File: config.mk
export PLATFORM = sky130hd
export DESIGN_NAME = mem_access_ctrl
export DESIGN_NICKNAME = d
export VERILOG_FILES = /design/src/rtl/mem_pkg.sv /design/src/rtl/mem_lane_merge.sv /design/src/rtl/mem_access_ctrl.sv
export SDC_FILE = /design/constraint.sdc
export NUM_CORES = 1
export LEC_CHECK = 0
export CORE_ASPECT_RATIO = 0.5
export CORE_MARGIN = 1
export CORE_UTILIZATION = 34
export CTS_CLUSTER_SIZE = 40
export DETAILED_ROUTE_END_ITERATION = 16
export PLACE_DENSITY = 0.7
export SETUP_SLACK_MARGIN = 0.2
export SYNTH_ARGS = -nofsm -noshare
export SYNTH_HDL_FRONTEND = slang
export SYNTH_SLANG_ARGS = --single-unit
File: constraint.sdc
create_clock -name clk -period 5.6 [get_ports clk]
set_input_delay 1.68 -clock clk [delete_from_list [all_inputs] [get_ports clk]]
set_output_delay 1.68 -clock clk [all_outputs]
set_load 0.02 [all_outputs]
File: src/rtl/mem_pkg.sv
// Shared types for the data-memory access controller: op codes, FSM states,
// access sizes, lane constants and small op-decoding helpers.
package mem_pkg;

    typedef enum logic [2:0] {
        OP_LB  = 3'b000,
        OP_LH  = 3'b001,
        OP_LW  = 3'b010,
        OP_SB  = 3'b011,
        OP_LBU = 3'b100,
        OP_LHU = 3'b101,
        OP_SH  = 3'b110,
        OP_SW  = 3'b111
    } op_e;

    typedef enum logic [1:0] {
        IDLE  = 2'd0,
        READ  = 2'd1,
        WRITE = 2'd2,
        RESP  = 2'd3
    } state_e;

    typedef enum logic [1:0] {
        SZ_BYTE = 2'd0,
        SZ_HALF = 2'd1,
        SZ_WORD = 2'd2
    } size_e;

    localparam logic [1:0] LANE_B0 = 2'd0;
    localparam logic [1:0] LANE_B1 = 2'd1;
    localparam logic [1:0] LANE_B2 = 2'd2;
    localparam logic [1:0] LANE_B3 = 2'd3;
    localparam logic       LANE_H0 = 1'b0;
    localparam logic       LANE_H1 = 1'b1;

    function automatic logic is_store(input op_e op);
        return (op == OP_SB) || (op == OP_SH) || (op == OP_SW);
    endfunction

    function automatic size_e op_size(input op_e op);
        case (op)
            OP_LB, OP_LBU, OP_SB: return SZ_BYTE;
            OP_LH, OP_LHU, OP_SH: return SZ_HALF;
            default:              return SZ_WORD;
        endcase
    endfunction

    function automatic logic op_signed(input op_e op);
        return (op == OP_LB) || (op == OP_LH);
    endfunction

    function automatic logic [2:0] size_bytes(input size_e sz);
        case (sz)
            SZ_BYTE: return 3'd1;
            SZ_HALF: return 3'd2;
            default: return 3'd4;
        endcase
    endfunction

endpackage

File: src/rtl/mem_lane_merge.sv
// Lane steering for sub-word accesses: merges store data into a memory word and
// extracts a (sign/zero-extended) load value from it.
module mem_lane_merge
    import mem_pkg::*;
(
    input  logic [31:0] word_i,
    input  logic [15:0] data_i,
    input  logic [1:0]  lane_i,
    input  size_e       size_i,
    input  logic        sign_i,
    output logic [31:0] merged_o,
    output logic [31:0] extracted_o
);

    logic [7:0]  byte_sel;
    logic [15:0] half_sel;

    always_comb begin
        // NOTE: every output gets a default before the case so no latch is inferred.
        merged_o    = word_i;
        extracted_o = word_i;
        byte_sel    = word_i[7:0];
        half_sel    = word_i[15:0];

        case (lane_i)
            LANE_B0: byte_sel = word_i[7:0];
            LANE_B1: byte_sel = word_i[15:8];
            LANE_B2: byte_sel = word_i[23:16];
            LANE_B3: byte_sel = word_i[31:24];
            default: byte_sel = word_i[7:0];
        endcase

        case (lane_i[1])
            LANE_H0: half_sel = word_i[15:0];
            LANE_H1: half_sel = word_i[31:16];
            default: half_sel = word_i[15:0];
        endcase

        case (size_i)
            SZ_BYTE: begin
                case (lane_i)
                    LANE_B0: merged_o[7:0]   = data_i[7:0];
                    LANE_B1: merged_o[15:8]  = data_i[7:0];
                    LANE_B2: merged_o[23:16] = data_i[7:0];
                    LANE_B3: merged_o[31:24] = data_i[7:0];
                    default: merged_o        = word_i;
                endcase
                extracted_o = {{24{sign_i & byte_sel[7]}}, byte_sel};
            end
            SZ_HALF: begin
                case (lane_i[1])
                    LANE_H0: merged_o[15:0]  = data_i;
                    LANE_H1: merged_o[31:16] = data_i;
                    default: merged_o        = word_i;
                endcase
                extracted_o = {{16{sign_i & half_sel[15]}}, half_sel};
            end
            default: begin
                merged_o    = word_i;
                extracted_o = word_i;
            end
        endcase
    end

endmodule

File: src/rtl/mem_access_ctrl.sv
// Data-memory initiator: accepts one load/store at a time, drives a registered
// word-aligned memory port, and returns an extended result or an error.
module mem_access_ctrl
    import mem_pkg::*;
#(
    parameter int unsigned MEM_BYTES = 1024
) (
    input  logic        clk,
    input  logic        rst,
    input  logic        req_valid,
    output logic        req_ready,
    input  logic [2:0]  req_op,
    input  logic [31:0] req_addr,
    input  logic [31:0] req_wdata,
    output logic        resp_valid,
    input  logic        resp_ready,
    output logic [31:0] resp_rdata,
    output logic        resp_err,
    output logic        MemRead,
    output logic        MemWrite,
    output logic [31:0] addr,
    output logic [31:0] wd,
    input  logic [31:0] rd
);

    state_e      state_q;
    op_e         op_q;
    logic [1:0]  lane_q;
    logic [15:0] wdata_q;
    logic        req_ready_q;
    logic        resp_valid_q;
    logic [31:0] resp_rdata_q;
    logic        resp_err_q;
    logic        mem_read_q;
    logic        mem_write_q;
    logic [31:0] addr_q;
    logic [31:0] wd_q;

    op_e         req_op_d;
    size_e       req_size_d;
    logic [32:0] last_byte_d;
    logic        misaligned_d;
    logic        req_err_d;
    logic [31:0] merged_d;
    logic [31:0] extracted_d;

    assign req_op_d   = op_e'(req_op);
    assign req_size_d = op_size(req_op_d);

    // Computed in 33 bits so an address near 2^32 cannot wrap into range.
    assign last_byte_d  = {1'b0, req_addr} + {30'd0, size_bytes(req_size_d) - 3'd1};
    assign misaligned_d = ((req_size_d == SZ_HALF) && req_addr[0]) ||
                          ((req_size_d == SZ_WORD) && (req_addr[1:0] != 2'b00));
    assign req_err_d    = misaligned_d || (last_byte_d >= 33'(MEM_BYTES));

    mem_lane_merge u_lane (
        .word_i      (rd),
        .data_i      (wdata_q),
        .lane_i      (lane_q),
        .size_i      (op_size(op_q)),
        .sign_i      (op_signed(op_q)),
        .merged_o    (merged_d),
        .extracted_o (extracted_d)
    );

    // NOTE: state and registered outputs use non-blocking assignments only.
    always_ff @(posedge clk or posedge rst) begin
        if (rst) begin
            state_q      <= IDLE;
            op_q         <= OP_LB;
            lane_q       <= 2'b00;
            wdata_q      <= 16'h0;
            req_ready_q  <= 1'b1;
            resp_valid_q <= 1'b0;
            resp_rdata_q <= 32'h0;
            resp_err_q   <= 1'b0;
            mem_read_q   <= 1'b0;
            mem_write_q  <= 1'b0;
            addr_q       <= 32'h0;
            wd_q         <= 32'h0;
        end else begin
            case (state_q)
                IDLE: begin
                    if (req_valid) begin
                        op_q        <= req_op_d;
                        lane_q      <= req_addr[1:0];
                        wdata_q     <= req_wdata[15:0];
                        req_ready_q <= 1'b0;
                        if (req_err_d) begin
                            state_q      <= RESP;
                            resp_valid_q <= 1'b1;
                            resp_err_q   <= 1'b1;
                            resp_rdata_q <= 32'h0;
                        end else if (req_op_d == OP_SW) begin
                            state_q     <= WRITE;
                            mem_write_q <= 1'b1;
                            addr_q      <= {req_addr[31:2], 2'b00};
                            wd_q        <= req_wdata;
                        end else begin
                            state_q    <= READ;
                            mem_read_q <= 1'b1;
                            addr_q     <= {req_addr[31:2], 2'b00};
                        end
                    end
                end
                READ: begin
                    mem_read_q <= 1'b0;
                    if (is_store(op_q)) begin
                        state_q     <= WRITE;
                        mem_write_q <= 1'b1;
                        wd_q        <= merged_d;
                    end else begin
                        state_q      <= RESP;
                        resp_valid_q <= 1'b1;
                        resp_err_q   <= 1'b0;
                        resp_rdata_q <= extracted_d;
                    end
                end
                WRITE: begin
                    mem_write_q  <= 1'b0;
                    state_q      <= RESP;
                    resp_valid_q <= 1'b1;
                    resp_err_q   <= 1'b0;
                    resp_rdata_q <= 32'h0;
                end
                RESP: begin
                    if (resp_ready) begin
                        state_q      <= IDLE;
                        resp_valid_q <= 1'b0;
                        req_ready_q  <= 1'b1;
                    end
                end
                default: state_q <= IDLE;
            endcase
        end
    end

    assign req_ready  = req_ready_q;
    assign resp_valid = resp_valid_q;
    assign resp_rdata = resp_rdata_q;
    assign resp_err   = resp_err_q;
    assign MemRead    = mem_read_q;
    assign MemWrite   = mem_write_q;
    assign addr       = addr_q;
    assign wd         = wd_q;

endmodule

; ---- Word level (Yosys, flattened, before mapping)
; Index checks and enable logic that the tools add are counted.
[word_totals]
reg_bits = 122
latch_bits = 0
mem_bits_rw = 0
romBits = 0
output_inout_bits = 101
wordCells = 125
mem_count = 0
[classes]
add_sub_neg = 2
multipliers = 0
div_mod_pow = 0
n_lt_le_gt_ge = 1
eq_ne = 29
n_shift = 0
muxes = 47
bitwise_logic = 4
n_reduce_logical = 30
[op_table]
columns = op, n
row1 = $mux W32, 7
row2 = $pmux W32 S2, 3
row3 = $pmux W32 S3, 1
row4 = $add A32 B3 Y33, 1
row5 = $ge A33 B11 Y1 const B, 1
row6 = $mux W16, 2
row7 = $mux W8, 4
row8 = $pmux W16 S2, 1
row9 = $pmux W8 S4, 1
row10 = $eq A3 B3 Y1 const B, 8
row11 = $ne A2 B2 Y1 const B, 8
row12 = $mux W1, 15
row13 = $reduce_and A4 Y1, 3
row14 = $reduce_or A3 Y1, 4
row15 = $eq A2 B2 Y1 const B, 5
row16 = $reduce_and A5 Y1, 2
row17 = $eq A2 B1 Y1 const B, 4
row18 = $logic_not A2 Y1, 4
row19 = $mux W2, 4
row20 = $pmux W2 S2, 2
row21 = $pmux W2 S4, 1
row22 = $eq A3 B1 Y1 const B, 2
row23 = $eq A3 B2 Y1 const B, 2
row24 = $logic_not A3 Y1, 2
row25 = other kinds (13), 26

; ---- Longest topological paths before layout
[logic_depth]
depth_word = 12
ltp_mapped = 16
depth_no_buf = 14

; ---- Cells and area by module
; Synthesis repeated with hierarchy kept, for this count alone.
[hier_totals]
cells_unflattened = 802
hier_area_um2 = 8095.3
[by_module_without_submodules]
columns = module, instances, cells_each, area_per_inst_um2
row1 = mem_access_ctrl, 1, 540, 6218.5
row2 = mem_lane_merge, 1, 262, 1876.8

; ---- Worst setup path before layout
; Ideal clock, no wire load.
[synth_path]
kind = input port to flip-flop
startpoint = input port req_op[1]
endpoint = register resp_rdata_q[24], in the netlist resp_rdata[24]
setup_time_ns = 0.125
arrival_time_ns = 4.612
path_slack_ns = 0.863
cell_stages = 15
path_buffers = 1
path_cell_list = nand2_1 -> nor2_1 -> nor2_1 -> ha_1 -> inv_1 -> fa_1 -> nand2b_1 -> a211oi_2 -> nor2b_1 -> a21oi_1 -> o21ai_1 -> o31ai_1 -> a221oi_4 -> buf_6 -> mux2_2
[synth_via]
elab_chain_len = 11
[synth_rtl]
columns = element, line_no
row1 = "start, declared", mem_access_ctrl.sv:12  ; input logic [2:0] req_op,
row2 = $eq A3 B1 Y1 (tied with other cells), mem_pkg.sv:41  ; case (op)
row3 = $reduce_or A3 Y1, mem_pkg.sv:41
row4 = $pmux W2 S2 (*), mem_pkg.sv:41
row5 = $eq A2 B1 Y1 / $logic_not A2 Y1 (equally long branches), "mem_pkg.sv:53, mem_access_ctrl.sv:52"
row6 = $pmux W3 S2, mem_pkg.sv:53  ; case (sz)
row7 = $sub A3 B1 Y3, mem_access_ctrl.sv:51  ; assign last_byte_d = {1'b0, req_addr} + {30'd0, size_bytes(req_size_d) - 3'd1};
row8 = $add A32 B3 Y33, mem_access_ctrl.sv:51
row9 = $ge A33 B11 Y1, mem_access_ctrl.sv:54  ; assign req_err_d = misaligned_d || (last_byte_d >= 33'(MEM_BYTES));
row10 = $logic_or A1 B1 Y1 (*), mem_access_ctrl.sv:54
row11 = $ne A2 B2 Y1 (no line) (*), --
row12 = $reduce_and A4 Y1 (no line) (*), --
row13 = "end signal, assigned", mem_access_ctrl.sv:116  ; resp_rdata_q <= extracted_d;
row14 = "end, declared", mem_access_ctrl.sv:32  ; logic [31:0] resp_rdata_q;
; Every way passes the cells marked *; elsewhere a longest branch is shown, timed or not.
; A chain may end at the register's enable or synchronous reset.

; ---- Worst setup path after layout
[layout_path]
startpoint = input port req_op[0]
endpoint = register resp_rdata_q[3], in the netlist resp_rdata[3]
; The elaborated chain is that of the path after synthesis.

==> impl_metrics.toml <==
[pwr]
cellPowerDensity_mw_per_mm2 = 527
ir_drop_mv = 0.360
p_leak_nw = 4.28

[setup_path]
reg2reg_from = "lane_q[1]$_DFFE_PP0P_"
path_cells = "clkdlybuf4s50_1 > nand2_1 > nor2_1 > nor2_1 > ha_1 > inv_1 > fa_1 > nand2b_1 > a211oi_2 > buf_4 > nor2b_1 > a21oi_1 > o21ai_1 > o31ai_1 > a221oi_4 > buf_12 > mux2_2"
path_max_fanout = 33
cp_top_family = "compound AO/OA/AOI/OAI gates"
regToRegEndpoint = "resp_rdata[29]$_DFFE_PP0P_"
reg2reg_depth = 8
cp.arrival_ns = 5.37
critical_path_required_ns = 5.89
path_buf_inv = 4
crit_top_cell = "nor2_1"
path_class = "input pin to flop"
worst_path_max_delay_cell = "clkdlybuf4s50_1"
crit_path_end_kind = "flop"
crit_path_max_incr_delay_ns = 0.49
ff2ff_setup_slack_ns = 2.34
cp-start-kind = "input pin"

[detailed_routing]
antenna_left = 0
first_pass_iters = 5
vias_per_cell = 5.31
drt_iter0_markers = 482
wl_per_cell_um = 19.0
drt_wl_total_um = 21800
vias = 6085
post-route-drc-count = 0

[timing]
fmax_mhz = 197
post-route-period-util_pct = 90.7
rsz0062_at_grt = "no"
slew_headroom_pct = 27.2
tightestPinTransition_ns = 1.09
post-route-min-period_ns = 5.08
setup_violations = 0
finalMaxSlewViolations = 0
hold_violations = 0
skew_ns = 0.00802
fin_tns_setup_ns = 0

[synth]
synth_xor_xnor_area_share_pct = 0.758
yosysUniqueCellTypes = 70
synth_top_family_by_area = "multiplexers"
yosys-top-cells-area = "dfrtp_1 (44%), mux2_2 (11%), mux2i_1 (5.8%), nor2_1 (4.6%), o221ai_1 (3.3%)"
yosysTopAreaCellShare_pct = 43.7
yosys.area.top_type = "dfrtp_1"
syn_area_per_cell_um2 = 10.3
synth_edf_count = 0
ys_async_sr_fraction_pct = 100
synthMuxAreaShare_pct = 19.3
yosys.area_share.simple_pct = 13.4
yosys.area_share.adder_pct = 1.73
synth_ff_type = "dfrtp_1"
yosysWarnings = 0
synth_compound_area_share_pct = 15.4
ys_seq_area_share_pct = 44.0
synth_cells = 673
synthesis.area_mm2 = 0.00693
synth-seq-cells = 122

[cts]
clk_latency_ns = 0.41
post-cts-setup-buffers = 0
cts_sinks = 122
numCtsBuffers = 17
ctsResizeCount = 0
ctsRootBufferMaster = "clkbuf_16"
ctsHoldBuffers = 0
clkTransAtPathRegs_ns = 0.06
cts-htree-levels = 4
cts_buffer_depth = 2
cts_tree = "yes"

[floorplanning]
die_x_um = 204
core_mm2 = 0.0197
ioPinCount = 204
start_util_pct = 35.1
die_h_um = 103
dieArea_mm2 = 0.0210
core.rowCount = 36

[placement]
placed_cell_area_mm2 = 0.00923
globalplace.congestion = 0.879
hpwl_um = 16200
place_inst = 1115
portBuffers = 201

[worst_hold_path]
min_from = "addr[31]$_DFFE_PP0P_"
worstHoldPathType = "flop to flop"
holdPathEnd = "addr[31]$_DFFE_PP0P_"
min_path_cells = 1

[final_layout]
drive_gt1_share_pct = 15.9
seqCellArea_mm2 = 0.00305
final_area_mm2 = 0.00983
finalNetCount = 980
stdcell_count = 1147
fill_cells = 1770
multi_input_area_mm2 = 0.00353
syn2layout_area_growth_pct = 41.7
antenna_cells = 0

[global_route]
grt_pass1_vias = 6103
grt_remaining_overflow = 0
grt_usage_pct = 20.6
grt_pass1_wl_um = 33400
antenna_found_initial = 0
grt_max_degree = 87

[status]
status = "finished clean"

[run]
cap_violations = 0
==> worst max-delay path by stage <==
| stage | start | end | cells past startpoint |
|---|---|---|---|
| global placement | req_op[0] | resp_rdata[3]$_DFFE_PP0P_ | 17 |
| CTS | req_op[0] | resp_rdata[24]$_DFFE_PP0P_ | 17 |
| floorplan | rst | MemRead$_DFFE_PP0P_ | 1 |
| global route | req_op[0] | resp_rdata[23]$_DFFE_PP0P_ | 17 |
| detailed placement | req_op[0] | resp_rdata[24]$_DFFE_PP0P_ | 17 |
| finish | req_op[0] | resp_rdata[3]$_DFFE_PP0P_ | 17 |
==> stage by stage <==
| stage | worst slack [ns] | util (%) | hold WS [ns] | total power, mW |
|---|---|---|---|---|
| global placement | 0.245 | 46.8 | 0.468 | 3.99 |
| CTS | 0.545 | 49.8 | 0.487 | 5.19 |
| detailed placement | 0.120 | 46.8 | 0.470 | 4.05 |
| global route | 0.279 | 49.8 | 0.492 | 5.46 |
| floorplan | 0.679 | - | 0.472 | 3.11 |
| finish | 0.520 | 49.8 | 0.481 | 5.18 |
==> logic make-up after synthesis <==
logic type / count (synthesis)
buf+inv: 82
xor+xnor: 6
mux: 118
fa+ha+maj: 9
compound gates: 144
simple gates: 191
other cells: 1
flops: 122
==> routing by layer <==
metal | global-route usage, % | part of all wire, % | vias up
met5 | 0 | 0 | -
met2 | 34.5 | 49 | 246
met1 | 27.0 | 43 | 2992
met3 | 4.11 | 6.1 | 38
li1 | - | - | 2809
met4 | 6.83 | 1.8 | 0
==> cells in the mapped netlist, drive strengths merged (2+ instances only) <==
cell	n
o22a	5
buf	14
a311oi	2
mux2i	40
xor2	3
nor2b	3
nor4	2
a311o	2
o211a	7
nand3	13
nand4	7
mux2	75
a21oi	33
xnor2	3
a31oi	2
and3	7
nand2b	5
and2	24
clkbuf	29
nor2	85
a21o	3
ha	8
o21ai	24
mux4	3
o31ai	3
dfrtp	121
nand2	30
or3	3
a221oi	3
o22ai	7
o211ai	5
nor3	6
o21a	4
o32ai	3
a22o	3
a211oi	3
o221ai	27
inv	39
==> flip-flops by register name, indices dropped and copies added, names as in the netlist <==
signal / flops
state_q: 2
lane_q: 2
req_ready: 1
addr: 30
resp_valid: 1
resp_err: 1
MemRead: 1
op_q: 3
wd: 32
wdata_q: 16
resp_rdata: 32
MemWrite: 1
==> placed cells by master, fill, tap and decap left out, types with 12 or more instances in the layout <==
master / count
clkdlybuf4s50_1: 201
dfrtp_1: 121
nor2_1: 85
mux2_2: 67
mux2i_1: 40
inv_1: 38
a21oi_1: 32
nand2_1: 30
o221ai_1: 26
o21ai_0: 23
and2_1: 22
clkbuf_16: 17
buf_4: 13
nand3_1: 12
==> power breakdown <==
group          internal [mW]  total (mW)  switching, mW
combinational           1.21        2.61           1.40
sequential              1.19        1.45          0.263
clock                  0.711        1.12          0.409
==> area by class of cell <==
type	count	share of cell area, %
multi-input cells	471	35.9
well taps	266	3.39
inverters	39	1.52
clock inverters	11	1.48
clock buffers	21	4.58
flip-flops and latches	122	31.1
repair buffers	217	22.1
Note: power is estimated with default switching activity, not from simulation.
